File: src/rtl/mddr_arb_pkg.sv
`default_nettype none
// ============================================================================
// Package     : mddr_arb_pkg
// Description : Shared types, default widths and sizing helpers for the
//               mDDR port arbiter.
// Revision    : 1.0 - initial release
// ============================================================================
package mddr_arb_pkg;

    // Burst sequencing states: grant -> command -> data beats -> release.
    typedef enum logic [1:0] {
        ST_IDLE = 2'd0,
        ST_CMD  = 2'd1,
        ST_WR   = 2'd2,
        ST_RD   = 2'd3
    } arb_state_e;

    localparam int unsigned DEF_NUM_PORTS = 3;
    localparam int unsigned DEF_ADDR_W    = 25;
    localparam int unsigned DEF_BURST_W   = 4;
    localparam int unsigned DEF_TIMEOUT   = 1023;
    localparam int unsigned DATA_W        = 32;
    localparam int unsigned SEL_W         = 4;

    // Bits needed to hold a port index; never less than one bit.
    function automatic int unsigned idx_width(input int unsigned n);
        return (n > 1) ? $clog2(n) : 1;
    endfunction

    // Bits needed for a counter that must reach max_val inclusive.
    function automatic int unsigned cnt_width(input int unsigned max_val);
        return (max_val > 0) ? $clog2(max_val + 1) : 1;
    endfunction

endpackage
`default_nettype wire

File: src/rtl/rr_pick.sv
`default_nettype none
// ============================================================================
// Module      : rr_pick
// Description : Combinational round-robin priority encoder. Returns the first
//               requester at or after last_grant+1 (wrapping) and whether any
//               request is present at all.
// Revision    : 1.0 - initial release
// ============================================================================
module rr_pick
    import mddr_arb_pkg::*;
#(
    parameter int unsigned NUM_PORTS = DEF_NUM_PORTS,
    parameter int unsigned IDX_W     = idx_width(NUM_PORTS)
) (
    input  logic [NUM_PORTS-1:0] req_i,
    input  logic [IDX_W-1:0]     last_grant_i,
    output logic [IDX_W-1:0]     grant_o,
    output logic                 any_o
);

    logic [IDX_W-1:0] cand;

    // Walk the ports starting just after the previous winner; first hit wins.
    always_comb begin
        grant_o = '0;
        any_o   = 1'b0;
        cand    = '0;
        for (int unsigned i = 1; i <= NUM_PORTS; i++) begin
            cand = IDX_W'((32'(last_grant_i) + i) % NUM_PORTS);
            if (!any_o && req_i[cand]) begin
                grant_o = cand;
                any_o   = 1'b1;
            end
        end
    end

endmodule
`default_nettype wire

File: src/rtl/mddr_port_arbiter.sv
`default_nettype none
// ============================================================================
// Module      : mddr_port_arbiter
// Description : Round-robin arbiter sharing the mDDR controller between
//               bursting requesters. One burst at a time: grant, command,
//               per-beat data, release. A watchdog aborts stalled bursts.
// Revision    : 1.0 - initial release
// ============================================================================
module mddr_port_arbiter
    import mddr_arb_pkg::*;
#(
    parameter int unsigned NUM_PORTS = DEF_NUM_PORTS,
    parameter int unsigned ADDR_W    = DEF_ADDR_W,
    parameter int unsigned BURST_W   = DEF_BURST_W,
    parameter int unsigned TIMEOUT   = DEF_TIMEOUT
) (
    input  logic                           clk_clk,
    input  logic                           reset_reset_n,
    input  logic [NUM_PORTS-1:0]           port_req,
    input  logic [NUM_PORTS-1:0]           port_we,
    input  logic [NUM_PORTS*ADDR_W-1:0]    port_addr,
    input  logic [NUM_PORTS*BURST_W-1:0]   port_burst,
    input  logic [NUM_PORTS*DATA_W-1:0]    port_wdata,
    input  logic [NUM_PORTS*SEL_W-1:0]     port_sel,
    output logic [NUM_PORTS-1:0]           port_ack,
    output logic [NUM_PORTS-1:0]           port_err,
    output logic [DATA_W-1:0]              port_rdata,
    output logic                           mem_cmd_valid,
    input  logic                           mem_cmd_ready,
    output logic                           mem_cmd_we,
    output logic [ADDR_W-1:0]              mem_cmd_addr,
    output logic [BURST_W-1:0]             mem_cmd_burst,
    output logic [DATA_W-1:0]              mem_wdata,
    output logic [SEL_W-1:0]               mem_wsel,
    input  logic                           mem_wdata_ready,
    input  logic [DATA_W-1:0]              mem_rdata,
    input  logic                           mem_rdata_valid,
    output logic                           mem_abort
);

    localparam int unsigned       IDX_W    = idx_width(NUM_PORTS);
    localparam int unsigned       WDOG_W   = cnt_width(TIMEOUT);
    localparam logic [IDX_W-1:0]  LAST_RST = IDX_W'(NUM_PORTS - 1);
    localparam logic [WDOG_W-1:0] WDOG_MAX = WDOG_W'(TIMEOUT);

    arb_state_e         state_q;
    logic [IDX_W-1:0]   grant_q;
    logic [IDX_W-1:0]   last_grant_q;
    logic               we_q;
    logic [ADDR_W-1:0]  addr_q;
    logic [BURST_W-1:0] burst_q;
    logic [BURST_W-1:0] beat_cnt_q;
    logic [WDOG_W-1:0]  wdog_q;
    logic               dropped_q;

    logic [IDX_W-1:0]   pick_idx;
    logic               pick_any;
    logic               pick_we;
    logic [ADDR_W-1:0]  pick_addr;
    logic [BURST_W-1:0] pick_burst;

    logic               gnt_req;
    logic [DATA_W-1:0]  gnt_wdata;
    logic [SEL_W-1:0]   gnt_sel;

    logic               in_wr;
    logic               in_rd;
    logic               beat;
    logic               last_beat;
    logic               timeout;
    logic               live;

    rr_pick #(
        .NUM_PORTS (NUM_PORTS),
        .IDX_W     (IDX_W)
    ) u_rr_pick (
        .req_i        (port_req),
        .last_grant_i (last_grant_q),
        .grant_o      (pick_idx),
        .any_o        (pick_any)
    );

    // Command fields of the arbitration winner, captured when leaving IDLE.
    always_comb begin
        pick_we    = 1'b0;
        pick_addr  = '0;
        pick_burst = '0;
        for (int unsigned i = 0; i < NUM_PORTS; i++) begin
            if (pick_idx == IDX_W'(i)) begin
                pick_we    = port_we[i];
                pick_addr  = port_addr[i*ADDR_W +: ADDR_W];
                pick_burst = port_burst[i*BURST_W +: BURST_W];
            end
        end
    end

    // Live request and write data of the port that currently owns the bus.
    always_comb begin
        gnt_req   = 1'b0;
        gnt_wdata = '0;
        gnt_sel   = '0;
        for (int unsigned i = 0; i < NUM_PORTS; i++) begin
            if (grant_q == IDX_W'(i)) begin
                gnt_req   = port_req[i];
                gnt_wdata = port_wdata[i*DATA_W +: DATA_W];
                gnt_sel   = port_sel[i*SEL_W +: SEL_W];
            end
        end
    end

    assign in_wr     = (state_q == ST_WR);
    assign in_rd     = (state_q == ST_RD);
    assign beat      = (in_wr && mem_wdata_ready) || (in_rd && mem_rdata_valid);
    assign last_beat = beat && (beat_cnt_q == burst_q);
    // A beat landing on the deadline cycle still counts; only true silence aborts.
    assign timeout   = (in_wr || in_rd) && !beat && (wdog_q == WDOG_MAX);
    // Once the owner lets go of its request, the rest of the burst is orphaned.
    assign live      = gnt_req && !dropped_q;

    assign mem_cmd_valid = (state_q == ST_CMD);
    assign mem_cmd_we    = we_q;
    assign mem_cmd_addr  = addr_q;
    assign mem_cmd_burst = burst_q;
    assign mem_wdata     = in_wr ? gnt_wdata : '0;
    // Orphaned write beats still complete on the memory side but write nothing.
    assign mem_wsel      = (in_wr && live) ? gnt_sel : '0;
    assign port_rdata    = in_rd ? mem_rdata : '0;
    assign mem_abort     = timeout;

    // Per-port handshake: only the owner ever sees ack or err.
    always_comb begin
        port_ack = '0;
        port_err = '0;
        for (int unsigned i = 0; i < NUM_PORTS; i++) begin
            port_ack[i] = beat && live && (grant_q == IDX_W'(i));
            port_err[i] = timeout && (grant_q == IDX_W'(i));
        end
    end

    // Burst sequencer: arbitration, command handshake, beat count, watchdog.
    always_ff @(posedge clk_clk or negedge reset_reset_n) begin
        if (!reset_reset_n) begin
            state_q      <= ST_IDLE;
            grant_q      <= '0;
            last_grant_q <= LAST_RST;
            we_q         <= 1'b0;
            addr_q       <= '0;
            burst_q      <= '0;
            beat_cnt_q   <= '0;
            wdog_q       <= '0;
            dropped_q    <= 1'b0;
        end else begin
            case (state_q)
                ST_IDLE: begin
                    if (pick_any) begin
                        grant_q   <= pick_idx;
                        we_q      <= pick_we;
                        addr_q    <= pick_addr;
                        burst_q   <= pick_burst;
                        dropped_q <= 1'b0;
                        state_q   <= ST_CMD;
                    end
                end
                ST_CMD: begin
                    if (!gnt_req) begin
                        dropped_q <= 1'b1;
                    end
                    if (mem_cmd_ready) begin
                        state_q    <= we_q ? ST_WR : ST_RD;
                        beat_cnt_q <= '0;
                        wdog_q     <= '0;
                    end
                end
                ST_WR, ST_RD: begin
                    if (!gnt_req) begin
                        dropped_q <= 1'b1;
                    end
                    if (timeout) begin
                        state_q      <= ST_IDLE;
                        last_grant_q <= grant_q;
                    end else if (beat) begin
                        beat_cnt_q <= beat_cnt_q + 1'b1;
                        wdog_q     <= '0;
                        if (last_beat) begin
                            state_q      <= ST_IDLE;
                            last_grant_q <= grant_q;
                        end
                    end else begin
                        wdog_q <= wdog_q + 1'b1;
                    end
                end
                default: state_q <= ST_IDLE;
            endcase
        end
    end

endmodule
`default_nettype wire

File: config.mk
export PLATFORM = sky130hd
export DESIGN_NAME = mddr_port_arbiter
export DESIGN_NICKNAME = d
export VERILOG_FILES = /design/src/rtl/mddr_arb_pkg.sv /design/src/rtl/rr_pick.sv /design/src/rtl/mddr_port_arbiter.sv
export SDC_FILE = /design/constraint.sdc
export NUM_CORES = 1
export LEC_CHECK = 0
export CAP_MARGIN = 10
export CELL_PAD_IN_SITES_DETAIL_PLACEMENT = 1
export CELL_PAD_IN_SITES_GLOBAL_PLACEMENT = 1
export CORE_MARGIN = 8
export CORE_UTILIZATION = 23
export DETAILED_ROUTE_END_ITERATION = 7
export PLACE_DENSITY = 0.93
export REMOVE_ABC_BUFFERS = 1
export SLEW_MARGIN = 40
export SYNTH_ARGS = -nofsm -noshare
export SYNTH_HDL_FRONTEND = slang
export SYNTH_HIERARCHICAL = 1
export SYNTH_SLANG_ARGS = --single-unit
File: constraint.sdc
create_clock -name clk_clk -period 5.6 [get_ports clk_clk]
set_clock_uncertainty 0.15 [all_clocks]
set_input_delay 1.12 -clock clk_clk [delete_from_list [all_inputs] [get_ports clk_clk]]
set_output_delay 1.12 -clock clk_clk [all_outputs]
set_load 0.1 [all_outputs]
==> results.ini <==
[clock_tree]
clock-sinks=51
cts-root-buf=clkbuf_16
post-cts-setup-buffer-count=0
cts_resized=0
cts_hold_buf=0
clkSlewWorstSetupHoldPaths_ns=0.07
cts_buffers=5
clk_path_buf_depth=2
clock_latency_ns=0.29
htree_levels=2
cts_tree=done

[routing]
firstDrtPassIters=4
drc=0
drtIter0Drc=152
drtAntennaViolNets=0
wl_per_cell_um=19.1
num_vias=5293
vias_per_cell=4.85
finalWirelength_mm=20.8

[placement]
place_hpwl_mm=17.1
dp.cells=1084
place_congestion=0.847
dp_slack_ns=1.22
portBuffers=343

[finish]
final_cells=1092
syn_to_final_growth_pct=80.1
antenna_cells=0
n_fill_cell=2143
nets=1104
drive_gt1_share_pct=16.8

[setup_path]
arrival_ns=3.09
crit_type=input pin to output pin
startpoint_type=input pin
critPathMaxFanout=5
crit_required_ns=4.33
crit_path_end_kind=output pin

[logic_synthesis]
yosys_warnings=6
avgSynthCellArea_um2=7.63
ys_ff_latch=51
postSynth.asyncResetShare_pct=100
synth_ff_type=dfrtp_1
synth.distinct_cells=48
synth_edf_count=0
yosysSeqAreaShare_pct=30.6
netlist_instances=547
synth_area_um2=4170

[floorplan]
dieArea_um2=22700
die_w_um=151
initial_utilization_pct=23.3
ios=344
num_rows=49
core_area_um2=17900
die_h_um=151

[global_route]
antenna_found_initial=0
grt-ovfl-total=0
grt_first_pass_wirelength_mm=30.8
grt_max_degree=64
grt_pass1_vias=5675
grt_use_total_pct=17.1

[power_and_ir_drop]
irDropWorstVdd_v=0.000304
power_density_nw_per_um2=674
finalPower_w=0.00507
leakage_nw=3.35

[sta]
relSlewSlack_pct=46.1
hold_ws_ns=0.375
post-route-period-util_pct=77.8
worstMarginPinSlew_ns=0.802
slew_violations=0
period_minus_slack_ns=4.36
setup_viol=0
max_freq_mhz=230
rsz0062_at_grt=false
timing.final.ws_setup_ns=1.24
hold_viol_final=0

[run]
drv_cap=0

[outcome]
status=completed

[hold_path]
hold_class=flop to flop

sequential cells by signal, summed over array words and instances, names as in the netlist:
| register | flops |
|---|---|
| beat_cnt_q | 4 |
| dropped_q | 1 |
| grant_q | 2 |
| last_grant_q | 2 |
| mem_cmd_addr | 25 |
| mem_cmd_burst | 4 |
| mem_cmd_we | 1 |
| state_q | 2 |
| wdog_q | 10 |
where the power goes:
part | internal [W] | leakage [nW] | switching (W) | total [W]
clock | 0.000166 | 0.0740 | 0.000146 | 0.000312
sequential | 0.000527 | 0.604 | 0.000207 | 0.000733
combinational | 0.000926 | 2.67 | 0.00310 | 0.00402
total | 0.00162 | 3.35 | 0.00345 | 0.00507
per-layer routing:
layer	share of wire (%)	track usage (%)	up-vias
met5	0	0	-
met1	37	18.5	2497
li1	-	-	2529
met4	2.3	5.05	0
met3	10	5.89	25
met2	50	30.9	242
cells by family (layout without fill, tap and decap cells):
logic type	after synthesis	count (layout)	synth area share, %
and+or+nand+nor	226	226	25.4
AOI/OAI and AO/OA	134	134	17.9
muxes	75	75	18.3
DFF	51	51	30.6
buffers and inverters	49	365	4.83
xor gates and xnor gates	7	7	1.47
adders and majority gates	5	5	1.47
cells in the mapped netlist, types with 2 or more instances:
cell type    n  area [um2]
inv_1        6        22.5
nor2b_1      5        31.3
buf_1        5        18.8
nand2_1     16        60.1
a2bb2oi_1    2        17.5
a21oi_1    103         515
ha_1         4        50.1
xnor2_1      6        52.6
nor3_1       4        20.0
nor2_1     135         507
nand2b_1     7        43.8
and3_1      32         200
mux2_2       3        33.8
buf_2       14        70.1
clkbuf_1    24        90.1
mux2i_1     70         701
o211ai_1     2        15.0
o32a_1       2        20.0
or3_1        3        18.8
a21o_1       2        15.0
and2_1       5        31.3
o21ai_1      3        15.0
mux2_4       2        30.0
o21ai_0     11        55.1
dfrtp_1     50        1250
nand3_1      9        45.0
through the flow:
stage                     TNS, ns  cell area [um2]  utilization [%]
after floorplan             -1.25             3990                -
after global placement          0             7680             42.9
after detailed placement        0             7370             41.2
after CTS                       0             7520             42.0
after global routing            0             7520             42.0
final                           0             7520             42.0
final cells by class:
cell class | instances | area, um2 | share of cell area (%)
Sequential cell | 51 | 1280 | 17.0
Clock buffer | 5 | 125 | 1.66
Inverter | 6 | 22.5 | 0.300
Clock inverter | 3 | 18.8 | 0.250
Multi-Input combinational cell | 447 | 2720 | 36.2
Timing Repair Buffer | 351 | 3070 | 40.8
Tap cell | 229 | 287 | 3.81
path summary, 6_finish.rpt:
kind,from,endpoint,slack (ns),cells after the start
worst max-delay path,port_req[1],mem_wsel[2],1.24,6
max in group asynchronous,reset_reset_n,state_q[1]$_DFFE_PN0P_,4.00,2
worst min-delay path,mem_cmd_addr[20]$_DFFE_PN0P_,mem_cmd_addr[20]$_DFFE_PN0P_,0.37,2
min in group asynchronous,reset_reset_n,mem_cmd_addr[18]$_DFFE_PN0P_,0.81,2
worst min register to register,mem_cmd_addr[20]$_DFFE_PN0P_,mem_cmd_addr[20]$_DFFE_PN0P_,0.37,2
worst max register to register,last_grant_q[1]$_DFFE_PN1P_,mem_cmd_we$_DFFE_PN0P_,2.82,9
critical path, cell delays in order:
cell and delay (ns):
clkdlybuf4s50_1 0.53, mux2i_1 0.10, a2bb2oi_1 0.18, nor3_1 0.63, and2_1 0.23, buf_4 0.29
layout by cell type (no fill, tap or decap), types with 3 or more instances in the layout:
master	Yosys	routed
and3_1	32	32
nand2_1	16	16
clkdlybuf4s50_1	0	236
o21ai_0	11	11
nand2b_1	7	7
or3_1	3	3
xnor2_1	6	6
buf_4	0	51
ha_1	4	4
nor3_1	4	4
inv_1	6	6
and2_1	5	5
dfrtp_1	50	47
buf_2	14	64
mux2_2	3	3
nand3_1	9	9
nor2b_1	5	3
dfrtp_2	0	3
mux2i_1	70	70
nor2_1	135	135
a21oi_1	103	102
clkbuf_16	0	5
o21ai_1	3	3
Power figures use the tool's default switching activity.
